**src/rtl/ps2_pkg.sv**
```systemverilog
// ps2_pkg: shared PS/2 definitions for the host transmit and device receive paths.
package ps2_pkg;

    typedef enum logic [2:0] {
        IDLE,
        INHIBIT,
        REQ,
        SEND,
        WAIT_IDLE
    } tx_state_e;

    localparam int FRAME_LEN = 11;
    localparam int ACK_IDX   = 11;

    function automatic logic odd_parity(input logic [7:0] d);
        return ~^d;
    endfunction

endpackage

```
**src/rtl/ps2_line_filter.sv**
```systemverilog
// ps2_line_filter: 2-flop synchronizer, FILTER_LEN glitch filter and one-cycle falling-edge flag
// for one raw PS/2 line.
module ps2_line_filter #(
    parameter int FILTER_LEN = 8
) (
    input  logic clock,
    input  logic clr_n,
    input  logic line_in,
    output logic level,
    output logic fall
);

    localparam int CW = $clog2(FILTER_LEN + 1);

    logic [1:0]    sync_q, sync_d;
    logic          level_q, level_d;
    logic          fall_q, fall_d;
    logic [CW-1:0] cnt_q, cnt_d;

    // A new level is accepted only after FILTER_LEN consecutive samples disagree with the current one.
    always_comb begin
        sync_d  = {sync_q[0], line_in};
        level_d = level_q;
        cnt_d   = '0;
        if (sync_q[1] != level_q) begin
            if (cnt_q == CW'(FILTER_LEN - 1))
                level_d = sync_q[1];
            else
                cnt_d = cnt_q + 1'b1;
        end
        fall_d = level_q & ~level_d;
    end

    always_ff @(posedge clock or negedge clr_n) begin
        if (!clr_n) begin
            sync_q  <= 2'b11;
            level_q <= 1'b1;
            fall_q  <= 1'b0;
            cnt_q   <= '0;
        end else begin
            sync_q  <= sync_d;
            level_q <= level_d;
            fall_q  <= fall_d;
            cnt_q   <= cnt_d;
        end
    end

    assign level = level_q;
    assign fall  = fall_q;

endmodule

```
**src/rtl/ps2_host_tx.sv**
```systemverilog
// ps2_host_tx: host-to-device PS/2 byte transmitter driving open-drain clock/data enables.
// Define PS2_HOST_TX_TIMEOUT_EN to include the inter-edge watchdog.
module ps2_host_tx
    import ps2_pkg::*;
#(
    parameter int INHIBIT_CYCLES = 5000,
    parameter int TIMEOUT_CYCLES = 750000,
    parameter int FILTER_LEN     = 8
) (
    input  logic       clock,
    input  logic       clr_n,
    input  logic [7:0] tx_data,
    input  logic       tx_start,
    input  logic       ps2c_in,
    input  logic       ps2d_in,
    output logic       ps2c_oe,
    output logic       ps2d_oe,
    output logic       tx_busy,
    output logic       tx_done,
    output logic       tx_ack_err,
    output logic       tx_timeout
);

    localparam int IW = $clog2(INHIBIT_CYCLES + 1);

    tx_state_e            state_q, state_d;
    logic [FRAME_LEN-1:0] frame_q, frame_d;
    logic [3:0]           bit_cnt_q, bit_cnt_d;
    logic [IW-1:0]        inh_cnt_q, inh_cnt_d;
    logic                 ack_err_q, ack_err_d;
    logic                 done_q, done_d;
    logic                 ack_pulse_q, ack_pulse_d;
    logic                 to_q, to_d;
    logic                 c_level, c_fall, d_level, d_fall_unused;
    logic                 wd_expired;

    ps2_line_filter #(.FILTER_LEN(FILTER_LEN)) u_filt_c (
        .clock  (clock),
        .clr_n  (clr_n),
        .line_in(ps2c_in),
        .level  (c_level),
        .fall   (c_fall)
    );

    ps2_line_filter #(.FILTER_LEN(FILTER_LEN)) u_filt_d (
        .clock  (clock),
        .clr_n  (clr_n),
        .line_in(ps2d_in),
        .level  (d_level),
        .fall   (d_fall_unused)
    );

`ifdef PS2_HOST_TX_TIMEOUT_EN
    localparam int WW = $clog2(TIMEOUT_CYCLES + 1);

    logic [WW-1:0] wd_q, wd_d;
    logic          wd_run;

    assign wd_run     = (state_q == SEND) || (state_q == WAIT_IDLE);
    assign wd_expired = wd_run && (wd_q == WW'(TIMEOUT_CYCLES - 1));

    always_comb begin
        wd_d = '0;
        if (wd_run && !c_fall)
            wd_d = wd_q + 1'b1;
    end

    always_ff @(posedge clock or negedge clr_n) begin
        if (!clr_n)
            wd_q <= '0;
        else
            wd_q <= wd_d;
    end
`else
    localparam int TIMEOUT_UNUSED = TIMEOUT_CYCLES;

    assign wd_expired = 1'b0;
`endif

    always_comb begin
        state_d     = state_q;
        frame_d     = frame_q;
        bit_cnt_d   = bit_cnt_q;
        inh_cnt_d   = inh_cnt_q;
        ack_err_d   = ack_err_q;
        done_d      = 1'b0;
        ack_pulse_d = 1'b0;
        to_d        = 1'b0;
        case (state_q)
            IDLE: begin
                if (tx_start) begin
                    // Start bit sits in the LSB so the data line always mirrors frame_q[0] in SEND.
                    frame_d   = {1'b1, odd_parity(tx_data), tx_data, 1'b0};
                    inh_cnt_d = '0;
                    ack_err_d = 1'b0;
                    state_d   = INHIBIT;
                end
            end
            INHIBIT: begin
                if (inh_cnt_q == IW'(INHIBIT_CYCLES - 1))
                    state_d = REQ;
                else
                    inh_cnt_d = inh_cnt_q + 1'b1;
            end
            REQ: begin
                bit_cnt_d = '0;
                state_d   = SEND;
            end
            SEND: begin
                if (c_fall) begin
                    bit_cnt_d = bit_cnt_q + 1'b1;
                    if (bit_cnt_q == 4'(ACK_IDX - 1)) begin
                        ack_err_d = d_level;
                        state_d   = WAIT_IDLE;
                    end else begin
                        frame_d = {1'b1, frame_q[FRAME_LEN-1:1]};
                    end
                end else if (wd_expired) begin
                    to_d    = 1'b1;
                    state_d = IDLE;
                end
            end
            WAIT_IDLE: begin
                if (c_level && d_level) begin
                    done_d      = 1'b1;
                    ack_pulse_d = ack_err_q;
                    state_d     = IDLE;
                end else if (wd_expired && !c_fall) begin
                    to_d    = 1'b1;
                    state_d = IDLE;
                end
            end
            default: state_d = IDLE;
        endcase
    end

    always_ff @(posedge clock or negedge clr_n) begin
        if (!clr_n) begin
            state_q     <= IDLE;
            frame_q     <= '0;
            bit_cnt_q   <= '0;
            inh_cnt_q   <= '0;
            ack_err_q   <= 1'b0;
            done_q      <= 1'b0;
            ack_pulse_q <= 1'b0;
            to_q        <= 1'b0;
        end else begin
            state_q     <= state_d;
            frame_q     <= frame_d;
            bit_cnt_q   <= bit_cnt_d;
            inh_cnt_q   <= inh_cnt_d;
            ack_err_q   <= ack_err_d;
            done_q      <= done_d;
            ack_pulse_q <= ack_pulse_d;
            to_q        <= to_d;
        end
    end

    // Enables decode straight from reset-cleared state, so clr_n releases both lines at once.
    assign ps2c_oe    = (state_q == INHIBIT) || (state_q == REQ);
    assign ps2d_oe    = (state_q == REQ) || ((state_q == SEND) && !frame_q[0]);
    assign tx_busy    = state_q != IDLE;
    assign tx_done    = done_q;
    assign tx_ack_err = ack_pulse_q;
    assign tx_timeout = to_q;

endmodule

```
**config.mk**
```make
export PLATFORM = sky130hd
export DESIGN_NAME = ps2_host_tx
export DESIGN_NICKNAME = d
export VERILOG_FILES = /design/src/rtl/ps2_pkg.sv /design/src/rtl/ps2_line_filter.sv /design/src/rtl/ps2_host_tx.sv
export SDC_FILE = /design/constraint.sdc
export NUM_CORES = 1
export LEC_CHECK = 0
export ABC_AREA = 1
export CORE_ASPECT_RATIO = 1.2
export CORE_UTILIZATION = 55
export CTS_BUF_LIST = sky130_fd_sc_hd__clkbuf_8
export DETAILED_ROUTE_END_ITERATION = 12
export PLACE_DENSITY_LB_ADDON = 0.25
export SETUP_SLACK_MARGIN = 0.2
export SYNTH_ARGS = -nofsm -noshare
export SYNTH_HDL_FRONTEND = slang
export SYNTH_SLANG_ARGS = --single-unit
```
**constraint.sdc**
```tcl
create_clock -name clock -period 2.1 [get_ports clock]
set_input_delay 0.42 -clock clock [delete_from_list [all_inputs] [get_ports clock]]
set_output_delay 0.42 -clock clock [all_outputs]
set_load 0.02 [all_outputs]
```
Yosys cells after proc, flatten, opt, wreduce, memory -nomap -nowiden --
Index checks and enable logic that the tools add are counted.
Word-level totals: flip-flop bits (word level) 49, logic and storage cells 83
Operators by class: add/sub/neg operators 4, eq/ne operators 17, mux-type cells 29, bitwise gates (word level) 2, reductions and logical operators 17
Operators with widths (count):
- $mux W11 | 3
- $mux W13 | 2
- $pmux W13 S2 | 1
- $pmux W11 S2 | 1
- $mux W4 | 5
- $mux W3 | 5
- $pmux W3 S5 | 1
- $add A13 B1 Y13 const B | 1
- $eq A13 B13 Y1 const B | 1
- $add A4 B1 Y4 const B | 3
- $ne A2 B2 Y1 const B | 6
- $mux W1 | 9
- $eq A4 B3 Y1 const B | 2
- $pmux W4 S2 | 1
- $reduce_and A4 Y1 | 2
- $reduce_xnor A8 Y1 | 1
- $eq A3 B2 Y1 const B | 2
- $reduce_bool A2 Y1 | 3
- $reduce_and A5 Y1 | 1
- $eq A4 B4 Y1 const B | 1
- $reduce_and A2 Y1 | 2
- $eq A3 B1 Y1 const B | 1
- $eq A3 B3 Y1 const B | 1
- $logic_not A3 Y1 | 1
- other kinds (10) | 13

Depth between registers and ports, before layout --
word-level depth 5, depth in mapped cells 10, mapped depth without buffers 9

Cells and area by module --
A second synthesis with hierarchy kept.
Second synthesis, totals: cells, all modules 373, area total of the unflattened synthesis 2855.2 µm²
By module, submodules not included:
- ps2_host_tx | instances 1, cells each 311, area an instance 2187.1 µm², sequential area each 850.8 µm²
- ps2_line_filter | instances 2, cells each 31, area an instance 334.1 µm², sequential area each 203.9 µm²

Least setup slack after synthesis --
Ideal clock, no wire load.
path type reg2out, start register state_q[1], end output ps2d_oe, arrival time 1.227 ns, data required time 1.680 ns, slack 0.453 ns, cell stages (with the launch flop) 5, path through dfrtp_1 -> buf_4 -> nand3_2 -> clkbuf_1 -> o21ai_0
On the way: cells in the longest elaborated chain, start to end 3, elaborated cells between the ends (all ways) 4, classes of those cells eq/ne: 2; reduce/logical: 2
Ends and longest elaborated chain:
- from (decl) | RTL line ps2_host_tx.sv:26 | tx_state_e state_q, state_d;
- from (signal assigned) | RTL line ps2_host_tx.sv:148 | state_q <= state_d;
- $eq A3 B2 Y1 | RTL line ps2_host_tx.sv:161 | assign ps2d_oe = (state_q == REQ) || ((state_q == SEND) && !frame_q[0]);
- $logic_and A1 B1 Y1 | RTL line ps2_host_tx.sv:161
- $logic_or A1 B1 Y1 (*) | RTL line ps2_host_tx.sv:161
- to (decl) | RTL line ps2_host_tx.sv:17 | output logic ps2d_oe,
Mark *: on every way between the ends. The rest lies on a longest branch, timed or not.

Worst setup path after layout --
start register state_q[0], end output ps2c_oe
On the way: cells in the longest elaborated chain, start to end 2, elaborated cells between the ends (all ways) 3, classes of those cells eq/ne: 2; reduce/logical: 1
Ends and longest elaborated chain:
- $eq A3 B1 Y1 or $eq A3 B2 Y1 (tied branches) | RTL line ps2_host_tx.sv:160 | assign ps2c_oe = (state_q == INHIBIT) || (state_q == REQ);
- $logic_or A1 B1 Y1 (*) | RTL line ps2_host_tx.sv:160
- to (decl) | RTL line ps2_host_tx.sv:16 | output logic ps2c_oe,
Marks and branches as above.

==> results.py <==
metrics = {
    "pwr": {
        "swShare": 0.430,
        "peakVddDrop_mv": 0.547,
        "p_leak_nw": 1.51,
        "power_frac_comb": 0.444,
        "switching_power_mw": 1.57,
        "power.share.sequential": 0.391,
        "powerDensity_nw_per_um2": 1200,
        "share_clk_of_total_power": 0.165,
        "intPower_mw": 2.08,
    },
    "drt": {
        "wl_per_cell_um": 11.3,
        "detail_route.first_pass.iterations": 4,
        "wirelength_um": 4860,
        "route.detailed.drc": 0,
        "vias": 2166,
        "postRouteAntennaNets": 0,
        "viasPerCell": 5.04,
        "drtIter0Drc": 54,
    },
    "setup_path": {
        "worstPathCellList": "inv_1 -> nand2_2 -> nor2_2 -> inv_1 -> o21ai_1 -> buf_4",
        "cp_max_fo": 5,
        "rr_endpoint": "state_q[1]",
        "max_stage_delay_ps": 450,
        "worstSetupEndpoint": "ps2c_oe",
        "rrSetupSlack_ps": 430,
        "critPathTopFamily": "flip-flops",
        "worst_setup_path_end_kind": "output pin",
        "critPathSlowestCell": "dfrtp_2",
        "cp.arrival_ps": 1360,
        "criticalPathCategory": "register to output pin",
        "crit_start": "state_q[0]",
        "crit_top_cell": "inv_1",
        "path_depth": 6,
        "rr_worst_depth": 9,
        "worstPathRequired_ps": 1680,
        "r2r-start": "state_q[1]",
        "crit_buf_inv": 3,
        "startpoint_type": "register",
    },
    "placement": {
        "gp_congestion": 0.882,
        "portBuffers": 17,
        "pre_cts_ws_ps": 146,
        "place_hpwl_um": 3610,
    },
    "clock_network": {
        "clkTransAtPathRegs_ps": 90,
        "cts_tree": "done",
        "htreeDepth": 2,
        "clock-sinks": 49,
        "cts_buffers": 5,
        "clock_latency_ps": 300,
        "clockBufferDepth": 2,
        "clockRootBuffer": "clkbuf_8",
        "cts_setup_buffers": 0,
    },
    "synthesis": {
        "ys_top_cells_by_area": "dfrtp_1 (40%), nand2_1 (16%), dfstp_2 (5.8%), inv_1 (5.8%), nand3_1 (4.0%)",
        "ys_types": 37,
        "synthCells": 351,
        "syn_area_per_cell_um2": 7.75,
        "synth_top_cell_by_area": "dfrtp_1",
        "yosysSeqAreaShare": 0.453,
        "synth_top_area_frac": 0.395,
        "synthesis.nets": 369,
        "yosysWarnings": 0,
        "postSynthRegisterBits": 49,
        "syn_area_um2": 2720,
    },
    "timing": {
        "period_share": 0.849,
        "fin_crit_ps": 1780,
        "worst_pin_slew_ps": 553,
        "rsz0062_at_grt": "false",
        "finalSetupTns_ps": 0,
        "slew_headroom": 0.632,
        "hold-worst-slack_ps": 96.1,
        "fin_worst_skew_ps": 9.90,
        "drv_slew": 0,
        "setup_violations": 0,
        "fin_ws_ps": 316,
        "hold_violations": 0,
        "fmax_mhz": 561,
    },
    "die": {
        "rows": 27,
        "die-area_um2": 5230,
        "start_util": 0.584,
        "die_width_um": 66.2,
        "ios": 19,
        "coreArea_um2": 4660,
        "fp.dieH_um": 79.1,
    },
    "finish": {
        "final_common_cell": "nand2_1",
        "diodes": 0,
        "layout.nets": 389,
        "syn_to_final_growth_pct": 11.4,
        "drive_gt1_frac": 0.148,
        "layout_common_cells": "nand2_1 (116), inv_1 (42), dfrtp_1 (42)",
    },
    "run": {
        "maxCapViolations": 0,
    },
    "status": {
        "outcome": "completed",
    },
    "global_route": {
        "met1_usage": 0.254,
        "antenna_found_initial": 0,
        "grtUsageMet2": 0.387,
        "grt-busiest-layer": "met2",
        "grt_pass1_wl_um": 8680,
        "grt_overflow": 0,
        "grt_max_degree": 28,
        "grt_pass1_vias": 2113,
        "grt_usage": 0.216,
        "grt_use_met3": 0.0445,
    },
    "worst_hold_path": {
        "hold_class": "input pin to asynchronous set/reset pin",
    },
}
power by group through the flow:
stage                     Sequential [mW]  Clock (mW)  Combinational [mW]
after CTS                            1.42       0.614                1.62
after global placement               1.42           0                1.60
after floorplan                      1.37           0                1.38
after detailed placement             1.43           0                1.64
after global routing                 1.46       0.651                1.85
final                                1.42       0.601                1.62
how the worst min path moves through the flow:
stage | cells after the start | startpoint | end
floorplan | 0 | clr_n | ack_err_q
global placement | 0 | u_filt_d.sync_q[0] | u_filt_d.sync_q[1]
detailed placement | 0 | u_filt_d.sync_q[0] | u_filt_d.sync_q[1]
CTS | 1 | clr_n | inh_cnt_q[6]
global route | 1 | clr_n | inh_cnt_q[6]
finish | 1 | clr_n | inh_cnt_q[6]
area by class of cell:
class	instances	area, um2
Sequential cell	49	1230
Clock buffer	7	96.3
Tap cell	58	72.6
Multi-Input combinational cell	249	1260
Timing Repair Buffer	20	188
Clock inverter	1	5.00
Fill cell	401	1630
Inverter	46	176
kinds of logic (layout without fill, tap and decap cells):
logic type / after synthesis / in the layout / share of synthesized area
muxes: 1 / 1 / 0.00414
xor gates and xnor gates: 8 / 8 / 0.0257
DFF: 49 / 49 / 0.453
and+or+nand+nor: 204 / 204 / 0.339
buffers and inverters: 53 / 74 / 0.0864
AOI/OAI and AO/OA: 30 / 30 / 0.0671
other: 1 / 1 / 0.00138
adders and majority gates: 5 / 5 / 0.0230
routing by layer:
metal / vias up / wire length, um / share of wire
met5: - / 0 / 0
met4: 0 / 51 / 0.011
met3: 4 / 115 / 0.024
met2: 24 / 2450 / 0.50
met1: 1001 / 2240 / 0.46
li1: 1137 / - / -
worst register-to-register path: stages (launching register included):
cell and delay [ps]:
dfrtp_1 460, nand3_2 110, buf_4 230, clkinv_2 170, nand2_2 130, nand2_1 80
nor2_2 140, nand2_1 110, nand2_1 70, nand2_1 50
repair_timing:
action,in CTS,in global routing
hold buffers,0,0
endpoints found under the setup margin,3,3
pin swaps,0,0
gates resized for setup,12,6
sequential cells by signal (all words and copies together), names as in the netlist:
| register | count |
|---|---|
| inh_cnt_q | 13 |
| frame_q | 11 |
| bit_cnt_q | 4 |
| u_filt_c.cnt_q | 4 |
| u_filt_d.cnt_q | 4 |
| state_q | 3 |
| u_filt_c.sync_q | 2 |
| u_filt_d.sync_q | 2 |
| ack_err_q | 1 |
| tx_ack_err | 1 |
| tx_done | 1 |
| u_filt_c.fall | 1 |
| u_filt_c.level | 1 |
| u_filt_d.level | 1 |
synth_stat cells:
master	instances
dfrtp_1	43
nor2_2	3
inv_4	1
buf_12	1
nand2_1	116
clkinv_2	1
nand3_2	2
xor2_1	4
nand2_2	6
buf_2	1
nand4_1	5
nor2_1	27
xnor2_1	4
or2_2	3
o21ai_2	7
dfstp_2	6
clkbuf_1	1
nand2_4	2
nor3_1	9
nor3_2	1
nand3_4	1
or2_1	2
o211ai_1	1
o21ai_1	2
nor3b_1	2
nand3b_1	2
nand3_1	22
conb_1	1
inv_2	2
inv_1	42
o21ai_0	16
a31o_2	1
a21oi_1	3
ha_1	5
mux2_2	1
nor2_4	1
buf_4	4
per-stage QoR:
stage	util	power, mW	instances	instance area (um2)
6_report	0.651	3.64	430	3030
5_1_grt	0.651	3.96	430	3030
4_1_cts	0.650	3.66	430	3030
3_5_place_dp	0.630	3.08	422	2940
3_3_place_gp	0.630	3.02	422	2940
2_1_floorplan	-	2.74	351	2720
(Power assumes the default switching activity.)
